`src/rtl/uart_csr_bridge_pkg.sv`:
```
// rtl/uart_csr_bridge_pkg.sv - shared constants, state encoding and helpers for the UART CSR bridge
//
// Purpose: command byte values, acknowledge byte, CSR address width and the
// bridge FSM state encoding, shared by the interface, top and sub-module.
package uart_csr_bridge_pkg;

  localparam int CSR_AW = 14;

  localparam logic [7:0] CMD_WRITE = 8'h01;
  localparam logic [7:0] CMD_READ  = 8'h02;
  localparam logic [7:0] ACK_BYTE  = 8'hAA;

  typedef enum logic [3:0] {
    ST_IDLE,
    ST_LEN,
    ST_ADDR_H,
    ST_ADDR_L,
    ST_WR_DATA,
    ST_WR_STB,
    ST_RD_STB,
    ST_RD_WAIT,
    ST_RD_SEND,
    ST_RD_TXW,
    ST_ACK,
    ST_ACK_TXW
  } state_e;

  function automatic logic is_cmd(input logic [7:0] b);
    return (b == CMD_WRITE) || (b == CMD_READ);
  endfunction

endpackage

```
`src/rtl/uart_csr_bridge_if.sv`:
```
// rtl/uart_csr_bridge_if.sv - UART transceiver and CSR bus signal bundle for the bridge
//
// Purpose: groups the transceiver handshake (rx/tx) and CSR initiator bus.
// Modports:
//   master - the bridge: drives tx_data/tx_wr, csr_a/csr_we/csr_dw, busy
//   slave  - the environment: drives rx_data/rx_done, tx_done, csr_dr
interface uart_csr_bridge_if;
  import uart_csr_bridge_pkg::*;

  logic [7:0]        rx_data;
  logic              rx_done;
  logic [7:0]        tx_data;
  logic              tx_wr;
  logic              tx_done;
  logic [CSR_AW-1:0] csr_a;
  logic              csr_we;
  logic [7:0]        csr_dw;
  logic [7:0]        csr_dr;
  logic              busy;

  modport master (
    input  rx_data, rx_done, tx_done, csr_dr,
    output tx_data, tx_wr, csr_a, csr_we, csr_dw, busy
  );

  modport slave (
    output rx_data, rx_done, tx_done, csr_dr,
    input  tx_data, tx_wr, csr_a, csr_we, csr_dw, busy
  );

endinterface

```
`src/rtl/uart_csr_bridge_timeout.sv`:
```
// rtl/uart_csr_bridge_timeout.sv - inter-byte gap down-counter with reload and enable
//
// Purpose: counts down while enabled; expired_o rises in the CYCLES-th enabled
// cycle after the last reload. Reload has priority over expiry.
// Ports:
//   clk_i     - clock
//   rst_i     - synchronous active-high reset (loads the counter)
//   reload_i  - reload the counter (one per received byte)
//   en_i      - count enable
//   expired_o - counter reached zero while enabled
module uart_csr_bridge_timeout #(
  parameter int CYCLES = 1000000
) (
  input  logic clk_i,
  input  logic rst_i,
  input  logic reload_i,
  input  logic en_i,
  output logic expired_o
);

  localparam int W = (CYCLES > 1) ? $clog2(CYCLES) : 1;
  localparam logic [W-1:0] LOAD = W'(CYCLES - 1);

  logic [W-1:0] count_q;

  always_ff @(posedge clk_i) begin
    if (rst_i) begin
      count_q <= LOAD;
    end else if (reload_i) begin
      count_q <= LOAD;
    end else if (en_i && (count_q != '0)) begin
      count_q <= count_q - W'(1);
    end
  end

  assign expired_o = en_i && (count_q == '0);

endmodule

```
`src/rtl/uart_csr_bridge.sv`:
```
// rtl/uart_csr_bridge.sv - CSR bus initiator driven by framed UART host commands
//
// Purpose: parses CMD, LEN, ADDR_H, ADDR_L [, data...] frames from the UART
// receiver and issues CSR write or read bursts; read data is returned through
// the transmitter one byte at a time, waiting for tx_done between bytes.
// Optional feature macro: UART_CSR_BRIDGE_WRITE_ACK_EN (send ACK_BYTE after a
// write burst).
// Ports:
//   sys_clk - system clock
//   sys_rst - synchronous active-high reset
//   bus     - uart_csr_bridge_if.master (rx/tx handshake, CSR bus, busy)
// Parameters:
//   clk_freq         - clock frequency in Hz
//   timeout_ms       - maximum inter-byte gap inside a command
//   csr_read_latency - cycles from csr_a valid to csr_dr valid (1 or 2)
module uart_csr_bridge
  import uart_csr_bridge_pkg::*;
#(
  parameter int clk_freq         = 100000000,
  parameter int timeout_ms       = 10,
  parameter int csr_read_latency = 1
) (
  input  logic                   sys_clk,
  input  logic                   sys_rst,
  uart_csr_bridge_if.master      bus
);

  localparam int TIMEOUT_CYCLES = clk_freq / 1000 * timeout_ms;
  localparam logic [1:0] LAT_LAST = 2'(csr_read_latency - 1);

  state_e            state_q, state_d;
  logic              busy_q;
  logic [7:0]        tx_data_q;
  logic              tx_wr_q;
  logic [CSR_AW-1:0] csr_a_q;
  logic              csr_we_q;
  logic [7:0]        csr_dw_q;
  logic              is_write_q;
  logic [8:0]        remain_q;
  logic [5:0]        addr_h_q;
  logic [1:0]        lat_q;

  logic last;
  logic timeout_en;
  logic expired;
  logic tx_start;

  // Remaining-transfer count of 1 means the current access is the final one.
  assign last = (remain_q == 9'd1);

  assign timeout_en = (state_q == ST_LEN) || (state_q == ST_ADDR_H) ||
                      (state_q == ST_ADDR_L) || (state_q == ST_WR_DATA);

  uart_csr_bridge_timeout #(
    .CYCLES (TIMEOUT_CYCLES)
  ) u_timeout (
    .clk_i     (sys_clk),
    .rst_i     (sys_rst),
    .reload_i  (bus.rx_done),
    .en_i      (timeout_en),
    .expired_o (expired)
  );

  // rx_done is tested before expiry so a byte in the expiry cycle is accepted.
  always_comb begin
    state_d = state_q;
    case (state_q)
      ST_IDLE:    if (bus.rx_done && is_cmd(bus.rx_data)) state_d = ST_LEN;
      ST_LEN:     if (bus.rx_done) state_d = ST_ADDR_H;
                  else if (expired) state_d = ST_IDLE;
      ST_ADDR_H:  if (bus.rx_done) state_d = ST_ADDR_L;
                  else if (expired) state_d = ST_IDLE;
      ST_ADDR_L:  if (bus.rx_done) state_d = is_write_q ? ST_WR_DATA : ST_RD_STB;
                  else if (expired) state_d = ST_IDLE;
      ST_WR_DATA: if (bus.rx_done) state_d = ST_WR_STB;
                  else if (expired) state_d = ST_IDLE;
`ifdef UART_CSR_BRIDGE_WRITE_ACK_EN
      ST_WR_STB:  state_d = last ? ST_ACK : ST_WR_DATA;
      ST_ACK:     state_d = ST_ACK_TXW;
      ST_ACK_TXW: if (bus.tx_done) state_d = ST_IDLE;
`else
      ST_WR_STB:  state_d = last ? ST_IDLE : ST_WR_DATA;
`endif
      ST_RD_STB:  state_d = ST_RD_WAIT;
      ST_RD_WAIT: if (lat_q == LAT_LAST) state_d = ST_RD_SEND;
      ST_RD_SEND: state_d = ST_RD_TXW;
      ST_RD_TXW:  if (bus.tx_done) state_d = last ? ST_IDLE : ST_RD_STB;
      default:    state_d = ST_IDLE;
    endcase
  end

`ifdef UART_CSR_BRIDGE_WRITE_ACK_EN
  assign tx_start = (state_d == ST_RD_SEND) || (state_d == ST_ACK);
`else
  assign tx_start = (state_d == ST_RD_SEND);
`endif

  always_ff @(posedge sys_clk) begin
    if (sys_rst) begin
      state_q    <= ST_IDLE;
      busy_q     <= 1'b0;
      tx_data_q  <= 8'h00;
      tx_wr_q    <= 1'b0;
      csr_a_q    <= '0;
      csr_we_q   <= 1'b0;
      csr_dw_q   <= 8'h00;
      is_write_q <= 1'b0;
      remain_q   <= 9'd0;
      addr_h_q   <= 6'd0;
      lat_q      <= 2'd0;
    end else begin
      state_q  <= state_d;
      busy_q   <= (state_d != ST_IDLE);
      csr_we_q <= (state_d == ST_WR_STB);
      tx_wr_q  <= tx_start;
      case (state_q)
        ST_IDLE:    if (bus.rx_done) is_write_q <= (bus.rx_data == CMD_WRITE);
        ST_LEN:     if (bus.rx_done) remain_q <= (bus.rx_data == 8'h00) ? 9'd256 : {1'b0, bus.rx_data};
        ST_ADDR_H:  if (bus.rx_done) addr_h_q <= bus.rx_data[5:0];
        ST_ADDR_L:  if (bus.rx_done) csr_a_q <= {addr_h_q, bus.rx_data};
        ST_WR_DATA: if (bus.rx_done) csr_dw_q <= bus.rx_data;
        ST_WR_STB: begin
          // Address advances only between accesses so it holds after the burst.
          if (!last) begin
            csr_a_q  <= csr_a_q + CSR_AW'(1);
            remain_q <= remain_q - 9'd1;
          end
`ifdef UART_CSR_BRIDGE_WRITE_ACK_EN
          else begin
            tx_data_q <= ACK_BYTE;
          end
`endif
        end
        ST_RD_STB:  lat_q <= 2'd0;
        ST_RD_WAIT: begin
          lat_q <= lat_q + 2'd1;
          if (lat_q == LAT_LAST) tx_data_q <= bus.csr_dr;
        end
        ST_RD_TXW: begin
          if (bus.tx_done && !last) begin
            csr_a_q  <= csr_a_q + CSR_AW'(1);
            remain_q <= remain_q - 9'd1;
          end
        end
        default: ;
      endcase
    end
  end

  assign bus.tx_data = tx_data_q;
  assign bus.tx_wr   = tx_wr_q;
  assign bus.csr_a   = csr_a_q;
  assign bus.csr_we  = csr_we_q;
  assign bus.csr_dw  = csr_dw_q;
  assign bus.busy    = busy_q;

endmodule

```
`src/flat_wrapper.sv`:
```
// flat-port wrapper written by rule: the top's interface ports become plain ports
module uart_csr_bridge_flat import uart_csr_bridge_pkg::*;
#(
  parameter int clk_freq         = 100000000,
  parameter int timeout_ms       = 10,
  parameter int csr_read_latency = 1
)
  (sys_clk, sys_rst, bus_rx_data, bus_rx_done, bus_tx_done, bus_csr_dr, bus_tx_data, bus_tx_wr, bus_csr_a, bus_csr_we, bus_csr_dw, bus_busy);
  uart_csr_bridge_if bus_i ();
  input  logic sys_clk;
  input  logic sys_rst;
  input wire logic [$bits(bus_i.rx_data)-1:0] bus_rx_data;
  input wire logic [$bits(bus_i.rx_done)-1:0] bus_rx_done;
  input wire logic [$bits(bus_i.tx_done)-1:0] bus_tx_done;
  input wire logic [$bits(bus_i.csr_dr)-1:0] bus_csr_dr;
  output wire logic [$bits(bus_i.tx_data)-1:0] bus_tx_data;
  output wire logic [$bits(bus_i.tx_wr)-1:0] bus_tx_wr;
  output wire logic [$bits(bus_i.csr_a)-1:0] bus_csr_a;
  output wire logic [$bits(bus_i.csr_we)-1:0] bus_csr_we;
  output wire logic [$bits(bus_i.csr_dw)-1:0] bus_csr_dw;
  output wire logic [$bits(bus_i.busy)-1:0] bus_busy;
  assign bus_i.rx_data = bus_rx_data;
  assign bus_i.rx_done = bus_rx_done;
  assign bus_i.tx_done = bus_tx_done;
  assign bus_i.csr_dr = bus_csr_dr;
  assign bus_tx_data = bus_i.tx_data;
  assign bus_tx_wr = bus_i.tx_wr;
  assign bus_csr_a = bus_i.csr_a;
  assign bus_csr_we = bus_i.csr_we;
  assign bus_csr_dw = bus_i.csr_dw;
  assign bus_busy = bus_i.busy;
  uart_csr_bridge #(.clk_freq(clk_freq), .timeout_ms(timeout_ms), .csr_read_latency(csr_read_latency)) u_core (.sys_clk(sys_clk), .sys_rst(sys_rst), .bus(bus_i));
endmodule
```
`config.mk`:
```
export PLATFORM = sky130hd
export DESIGN_NAME = uart_csr_bridge_flat
export DESIGN_NICKNAME = d
export VERILOG_FILES = /design/src/rtl/uart_csr_bridge_pkg.sv /design/src/rtl/uart_csr_bridge_if.sv /design/src/rtl/uart_csr_bridge_timeout.sv /design/src/rtl/uart_csr_bridge.sv /design/src/flat_wrapper.sv
export SDC_FILE = /design/constraint.sdc
export NUM_CORES = 1
export LEC_CHECK = 0
export CAP_MARGIN = 20
export CORE_MARGIN = 1
export CORE_UTILIZATION = 45
export DETAILED_ROUTE_END_ITERATION = 8
export GPL_ROUTABILITY_DRIVEN = 0
export PLACE_DENSITY = 0.69
export SLEW_MARGIN = 10
export SYNTH_ARGS = -nofsm -noshare
export SYNTH_HDL_FRONTEND = slang
export SYNTH_SLANG_ARGS = --single-unit
```
`constraint.sdc`:
```
create_clock -name sys_clk -period 2.61 [get_ports sys_clk]
set_input_delay 0.783 -clock sys_clk [delete_from_list [all_inputs] [get_ports sys_clk]]
set_output_delay 0.783 -clock sys_clk [all_outputs]
set_load 0.02 [all_outputs]
```
# [Word-level counts from Yosys, hierarchy flattened]
# Index checks and enable logic that the tools add are counted.
[word_totals] regBits=75 out_inout_bits=33 in_bits=20 word_cells=81
[classes] n_eq_ne=18 n_reduce_logical=25 n_mux=22 n_addsub=4
[ops] cell="two-way mux 14 bit" n=3
[ops] cell="case mux 14 bit (3 select lines)" n=1
[ops] cell="case mux 4 bit (10 select lines)" n=1
[ops] cell="two-way mux 9 bit" n=4
[ops] cell="two-way mux 4 bit" n=8
[ops] cell="case mux 9 bit (3 select lines)" n=1
[ops] cell="equality test 4 x 3 -> 1 bit, second input constant" n=5
[ops] cell="logical NOT 20 bit" n=1
[ops] cell="nonzero test 20 bit" n=1
[ops] cell="subtractor 20 x 1 -> 20 bit, second input constant" n=1
[ops] cell="adder 14 x 1 -> 14 bit, second input constant" n=1
[ops] cell="equality test 4 bit, second input constant" n=3
[ops] cell="equality test 9 x 1 -> 1 bit, second input constant" n=1
[ops] cell="subtractor 9 x 1 -> 9 bit, second input constant" n=1
[ops] cell="equality test 4 x 2 -> 1 bit, second input constant" n=2
[ops] cell="equality test 8 x 1 -> 1 bit, second input constant" n=1
[ops] cell="equality test 8 x 2 -> 1 bit, second input constant" n=1
[ops] cell="logical NOT 8 bit" n=1
[ops] cell="AND reduction 2 bit" n=4
[ops] cell="AND reduction 4 bit" n=2
[ops] cell="two-way mux 3 bit" n=2
[ops] cell="inequality test 2 bit, second input constant" n=3
[ops] cell="nonzero test 3 bit" n=2
[ops] cell="equality test 4 x 1 -> 1 bit, second input constant" n=1
[ops] cell="other kinds (12)" n=18

# [Longest topological paths before layout]
[depth] depth_word=9 ltp_mapped=8 depth_no_buf=7

# [Hierarchy]
# A second synthesis with hierarchy kept.
[hier_totals] hier_cells=487 hier_area_um2=4031.4
[modules_own_cells] mod="uart_csr_bridge" n_inst=1 area_per_inst_um2=2930.3 cells_per_inst=356 seq_area_each_um2=1101.1
[modules_own_cells] mod="uart_csr_bridge_timeout" n_inst=1 area_per_inst_um2=1101.1 cells_per_inst=131 seq_area_each_um2=400.4

# [Least setup slack after synthesis]
# OpenSTA, ideal clock, no wires.
[synth_path] path_type="flip-flop to flip-flop" startpoint="register u_core.u_timeout.count_q[4]" endpoint="register u_core.busy_q (netlist: u_core.bus.busy)" path_buffers=1 path_stages_with_launch=7 arrival_time_ns=2.229 required_time_ns=2.468 path_slack_ns=0.239 synth_period_minus_slack_ns=2.371 setup_time_ns=0.142 path_cell_list="dfxtp_1 -> or4_4 -> or2_1 -> buf_6 -> or4_4 -> a221oi_4 -> a41oi_1"
[synth_via] elab_chain_len=6 elab_cells_between_ends=9 cone_classes="mux: 6; reduce/logical: 3"
[synth_rtl] element="start, declared" line="uart_csr_bridge_timeout.sv:24" text="logic [W-1:0] count_q;"
[synth_rtl] element="start signal, assigned" line="uart_csr_bridge_timeout.sv:32" text="count_q <= count_q - W'(1);"
[synth_rtl] element="logical NOT 20 bit *" line="uart_csr_bridge_timeout.sv:36" text="assign expired_o = en_i && (count_q == '0);"
[synth_rtl] element="logical AND 1 bit *" line="uart_csr_bridge_timeout.sv:36"
[synth_rtl] element="two-way mux 4 bit *"
[synth_rtl] element="two-way mux 4 bit, on equally long branches"
[synth_rtl] element="case mux 4 bit (10 select lines) *" line="uart_csr_bridge.sv:67" text="case (state_q)"
[synth_rtl] element="nonzero test 4 bit *" line="uart_csr_bridge.sv:113" text="busy_q <= (state_d != ST_IDLE);"
[synth_rtl] element="end signal, assigned" line="uart_csr_bridge.sv:113"
[synth_rtl] element="end, declared" line="uart_csr_bridge.sv:32" text="logic busy_q;"
# Every way passes the cells marked *; elsewhere a longest branch is shown, timed or not.
# A chain may end at the register's enable or synchronous reset.

# [Worst setup path after layout]
# Ends and elaborated chain as after synthesis.

==> metrics.cfg <==
[floorplan]
dieWidth_um=94.7
num_rows=33
die-area_um2=8960
ioPinCount=53
core_um2=8260
initial_core_util_pct=46.8
die_h_um=94.7

[drt]
dr.pass1.iters=5
drt_wl_total_um=9940
routedWlPerCell_um=15.5
viasPerCell=5.79
wl_met3_um=586
route.met2.wl_um=4660
drc=0
drt-initial-drc-count=217
ant_nets=0
wl_met1_um=4590
num_vias=3720
top_layer_used=met4

[timing]
fin_worst_skew_ns=0.0109
slew_viol_final=0
setup_viol=0
relSlewSlack_pct=62.9
worst_pin_slew_ns=0.556
min_period_over_period_pct=95.5
max_freq_ghz=0.401
finalHoldViolations=0
layout_min_cycle_time_ns=2.49
finalSetupTns_ns=0
rsz0062_at_grt=false

[clock_tree]
clockRootBuffer=clkbuf_8
cts_tree=built
cts_sinks=75
clk_path_buf_depth=2
cts_htree_levels=3
cts_buffers=9
clkTransAtPathRegs_ns=0.08
insertion_delay_ns=0.35
cts_hold_buf=0

[synth]
ys.flop_type=dfxtp_1
synth.area.top_cells=dfxtp_1 (39%), mux2i_1 (6.5%), nor2_1 (5.0%)
synthTopCellsByCount=dfxtp_1 (75), nor2_1 (51), a21oi_1 (35), nand2_1 (35), o21ai_0 (31)
synthCells=467
yosysSeqAreaShare_pct=38.9
synth_cell_types=61
synth.top_cell.area_share_pct=38.9
ys_ff_latch=75
yosysWarningCount=0
synth_most_common_cell=dfxtp_1
syn_nets=493
syn_area_um2=3860
synth_enable_flop_cells=0
syn_area_per_cell_um2=8.27
async_reset_ff_share_pct=0
synth.largest_area_cell=dfxtp_1

[critical_path]
path_delay_family=simple AND/OR/NAND/NOR gates
cp_num_buf_inv=0
start_kind=register
end_kind=register
max_stage_delay_ns=0.61
crit_path_top_delay_cell=or4_4
cp_max_fo=7
crit_type=reg -> reg
cp_common_cell=or4_4
cp.arrival_ns=2.71
rrSetupSlack_ns=0.12
cp.required_ns=2.83
cp_cell_sequence=or4_4, or2_1, or4_4, a221oi_4, a41oi_1

[worst_hold_path]
hold_path.class=reg -> reg

[grt]
grt_first_pass_wirelength_um=16000
antenna_found_initial=0
grt_pass1_vias=3364
grt.total_usage_pct=22.9
grt_max_degree=34
grt_overflow=0

[job]
drv_cap=0

[place]
place_hpwl_um=7020
io_buffer_count=52

[pwr]
power_uw=2240
p_leak_uw=0.00172
powerDensity_nw_per_um2=460
peakVddDrop_mv=0.368

[finish]
area_growth_pct=26.2
num-nets-final=559
final_util_pct=59.0
diodes=0
layout-drive-gt1-share_pct=13.6

[run_status]
outcome=finished clean

[timing repair]
item,CTS,global route
setup buffers,0,0
gates resized for setup,0,2
endpoints found under the setup margin,0,10
[final cells by class]
type,instances,area (um2)
fillers,746,3380
clock buffers,10,128
flip-flops and latches,75,1500
inverters,10,37.5
multi-input cells,352,2210
repair buffers,85,776
clock inverters,6,88.8
well taps,105,131
[worst min-delay path, delay by kind of cell (launching register included)]
family,cells,cell delay [ns]
AOI/OAI and AO/OA,1,0.05
and+or+nand+nor,1,0.06
DFF,1,0.32
[flip-flops by register name (all words and copies together), names as in the netlist]
signal and cells:
u_core.remain_q 9, u_core.bus.busy 1, u_core.u_timeout.count_q 20, u_core.bus.tx_data 8, u_core.state_q 4, u_core.is_write_q 1, u_core.bus.csr_dw 8, u_core.lat_q 2
u_core.bus.tx_wr 1, u_core.addr_h_q 6, u_core.bus.csr_a 14, u_core.bus.csr_we 1
[stage by stage]
step	setup WS [ns]	hold WS (ns)	cell area, um2	instances
2_1_floorplan	0.239	0.432	3860	467
3_3_place_gp	-0.0133	0.439	4650	627
3_5_place_dp	-0.114	0.457	4650	627
4_1_cts	0.115	0.468	4860	643
5_1_grt	0.0726	0.485	4880	643
6_report	0.117	0.460	4880	643
[per-layer routing]
layer	GRT usage (%)	vias up
met2	36.8	97
met3	5.31	10
met4	7.58	0
met1	30.3	1770
met5	0	-
li1	-	1843
[worst paths after layout]
check	startpoint	end	cells after the start
max	u_core.u_timeout.count_q[4]	u_core.bus.busy	5
min	u_core.lat_q[1]	u_core.lat_q[1]	2
max reg2reg	u_core.u_timeout.count_q[4]	u_core.bus.busy	5
min reg2reg	u_core.lat_q[1]	u_core.lat_q[1]	2
[cell families after synthesis]
kind of cell,synth area share (%)
AOI/OAI and AO/OA,20.2
xor gates and xnor gates,1.59
adders and majority gates,1.94
buffers and inverters,4.14
DFF,38.9
muxes,6.77
and+or+nand+nor,26.5
[power by group]
part | internal [uW] | total [uW] | switching (uW)
logic | 50.0 | 102 | 52.3
clock network | 540 | 995 | 455
registers | 1140 | 1140 | 0.697
[layout by cell type (no fill, tap or decap), types with 7 or more instances in the layout]
cell,count
or4_1,9
o21ai_0,31
nor3b_1,7
o211ai_1,7
and2_1,7
o31ai_1,12
nand2_1,35
mux2i_1,25
nor4_1,8
a21oi_1,35
clkdlybuf4s50_1,51
nor3_1,13
dfxtp_1,75
inv_1,10
nor2_1,51
buf_4,32
clkbuf_8,9
nand3_1,14
or3_1,9
Power figures use the tool's default switching activity.
==> edit (config.mk and constraints unchanged) <==
`timeout_ms` is set to 10 in 2 places; all go to 12.
--- a/src/rtl/uart_csr_bridge.sv
+++ b/src/rtl/uart_csr_bridge.sv
@@ -17,7 +17,7 @@
   import uart_csr_bridge_pkg::*;
 #(
   parameter int clk_freq         = 100000000,
-  parameter int timeout_ms       = 10,
+  parameter int timeout_ms       = 12,
   parameter int csr_read_latency = 1
 ) (
   input  logic                   sys_clk,
--- a/src/flat_wrapper.sv
+++ b/src/flat_wrapper.sv
@@ -2,7 +2,7 @@
 module uart_csr_bridge_flat import uart_csr_bridge_pkg::*;
 #(
   parameter int clk_freq         = 100000000,
-  parameter int timeout_ms       = 10,
+  parameter int timeout_ms       = 12,
   parameter int csr_read_latency = 1
 )
   (sys_clk, sys_rst, bus_rx_data, bus_rx_done, bus_tx_done, bus_csr_dr, bus_tx_data, bus_tx_wr, bus_csr_a, bus_csr_we, bus_csr_dw, bus_busy);
Formal check against the unedited RTL: same outputs for any inputs over 10 cycles, from zero or initial values and one cycle with sys_rst high; that may be too few to reach the edited logic, so the function may still have changed.
==> edit against the original RTL <==
Critical path depth did not move; cell count rose by 0.62%; largest power group unchanged; total power fell by 3.4%; count of clock-buffer cells in the layout did not move; area after synthesis rose by 1.6%; synthesized cell count rose by 1.1%; setup slack improved by 0.041 ns; maximum frequency rose by 1.7%; worst hold slack improved by 0.016 ns; cell area rose by 1.1%; wire length rose by 1.9%; sequential cell count rose by 1.
==> edit: results (changes against the original RTL) <==
* Routed wl met3 at 376 µm (was 586 µm)
* Leak pwr at 1.85 nW (was 1.72 nW)
* Pre-Repair DR Iteration Count at 6 (was 5)
* Crit Reg-Reg Endpoint: u_core.bus.csr_we (was u_core.bus.busy)
* Post-Synthesis Cells at 472 (was 467)
* Post-place setup slack at -0.00672 ns (was -0.114 ns)
* Final WL at 10100 µm (was 9940 µm)
* Net count reported at finish at 563 (was 559)
* Syn nets at 498 (was 493)
* Overall global routing resource usage at 23.0% (was 22.9%)
* First-pass GRT wire length at 16400 µm (was 16000 µm)
* Met3 GRT Util at 4.94% (was 5.31%)
* Setup slack, reg-to-reg at 0.16 ns (was 0.12 ns)
* Status: completed (unchanged)
* Mux contribution to synthesized area at 5.86% (was 6.77%)
* Most common library cells after synthesis: 76 x dfxtp_1, 57 x nor2_1, 37 x a21oi_1, 32 x nand2_1, 28 x clkbuf_1 (was 75 x dfxtp_1, 51 x nor2_1, 35 x a21oi_1, 35 x nand2_1, 31 x o21ai_0)
* Detailed-route via count at 3779 (was 3720)
* Worst r2r src: u_core.u_timeout.count_q[11] (was u_core.u_timeout.count_q[4])
* Max VDD drop at 0.000256 V (was 0.000368 V)
* Post-Layout Cell Count at 647 (was 643)
* Post-Synth Adder-Cell Area at 1.91% (was 1.94%)
* Switching Share at 24.0% (was 22.6%)
* Vias in the first global route at 3410 (was 3364)
* Final setup margin at 0.159 ns (was 0.117 ns)
* Compound-gate portion of the synthesized area at 21.3% (was 20.2%)
* Crit-path max FO at 9 (was 7)
* Largest net degree at the start of global routing at 20 (was 34)
* M1 wire length at 4840 µm (was 4590 µm)
* Met2 WL at 4770 µm (was 4660 µm)
* Maximum cell stage delay along the critical path at 0.55 ns (was 0.61 ns)
* Dpl cells at 631 (was 627)
* PostCTS Resize Cnt at 1 (was 0)
* Hold_ws at 0.476 ns (was 0.460 ns)
* Clock skew at 0.0146 ns (was 0.0109 ns)
* Top cells by area, synth: dfxtp_1 39%, mux2i_1 5.9%, nor2_1 5.4% (was dfxtp_1 39%, mux2i_1 6.5%, nor2_1 5.0%)
* DP HPWL at 7150 µm (was 7020 µm)
* Post-Synth XOR/XNOR Area at 2.01% (was 1.59%)
* Hold path startpoint: u_core.is_write_q (was u_core.lat_q[1])
* Seq/Total Area, Yosys at 38.8% (was 38.9%)
* Initial DRC count at 172 (was 217)
* GR Layer Usage met2 at 38.0% (was 36.8%)
* Largest register FFs at 21 (was 20)
==> edit: cell count changes in the layout (fill, tap and decap cells not counted), moves of 6 or more <==
cell	change
o21ai_0	-18
nor2_1	+6
nor3_1	-6
nor3b_1	-6
==> edit: per-stage QoR <==
stage                     util (%)  TNS, ns  area [µm²]
final                         59.1        0        4930
after global routing          59.1        0        4930
after global placement        56.8        0        4730
after floorplan                  -        0        3930
after CTS                     59.1        0        4930
after detailed placement      56.8  -0.0125        4730
==> edit: area by class of cell <==
| class | count | area share [%] |
|---|---|---|
| multi-input combinational | 351 | 45.4 |
| sequential | 76 | 30.9 |
| clock buffer | 10 | 2.59 |
| tap | 105 | 2.66 |
| inverter | 12 | 0.913 |
| clock inverter | 6 | 1.32 |
| timing repair buffer | 87 | 16.3 |
==> edit: worst max-delay path, delay by kind of cell, from the launching register on <==
family,cells,cell delay [ns]
flops,1,0.34
simple gates,4,1.74
compound gates,1,0.27
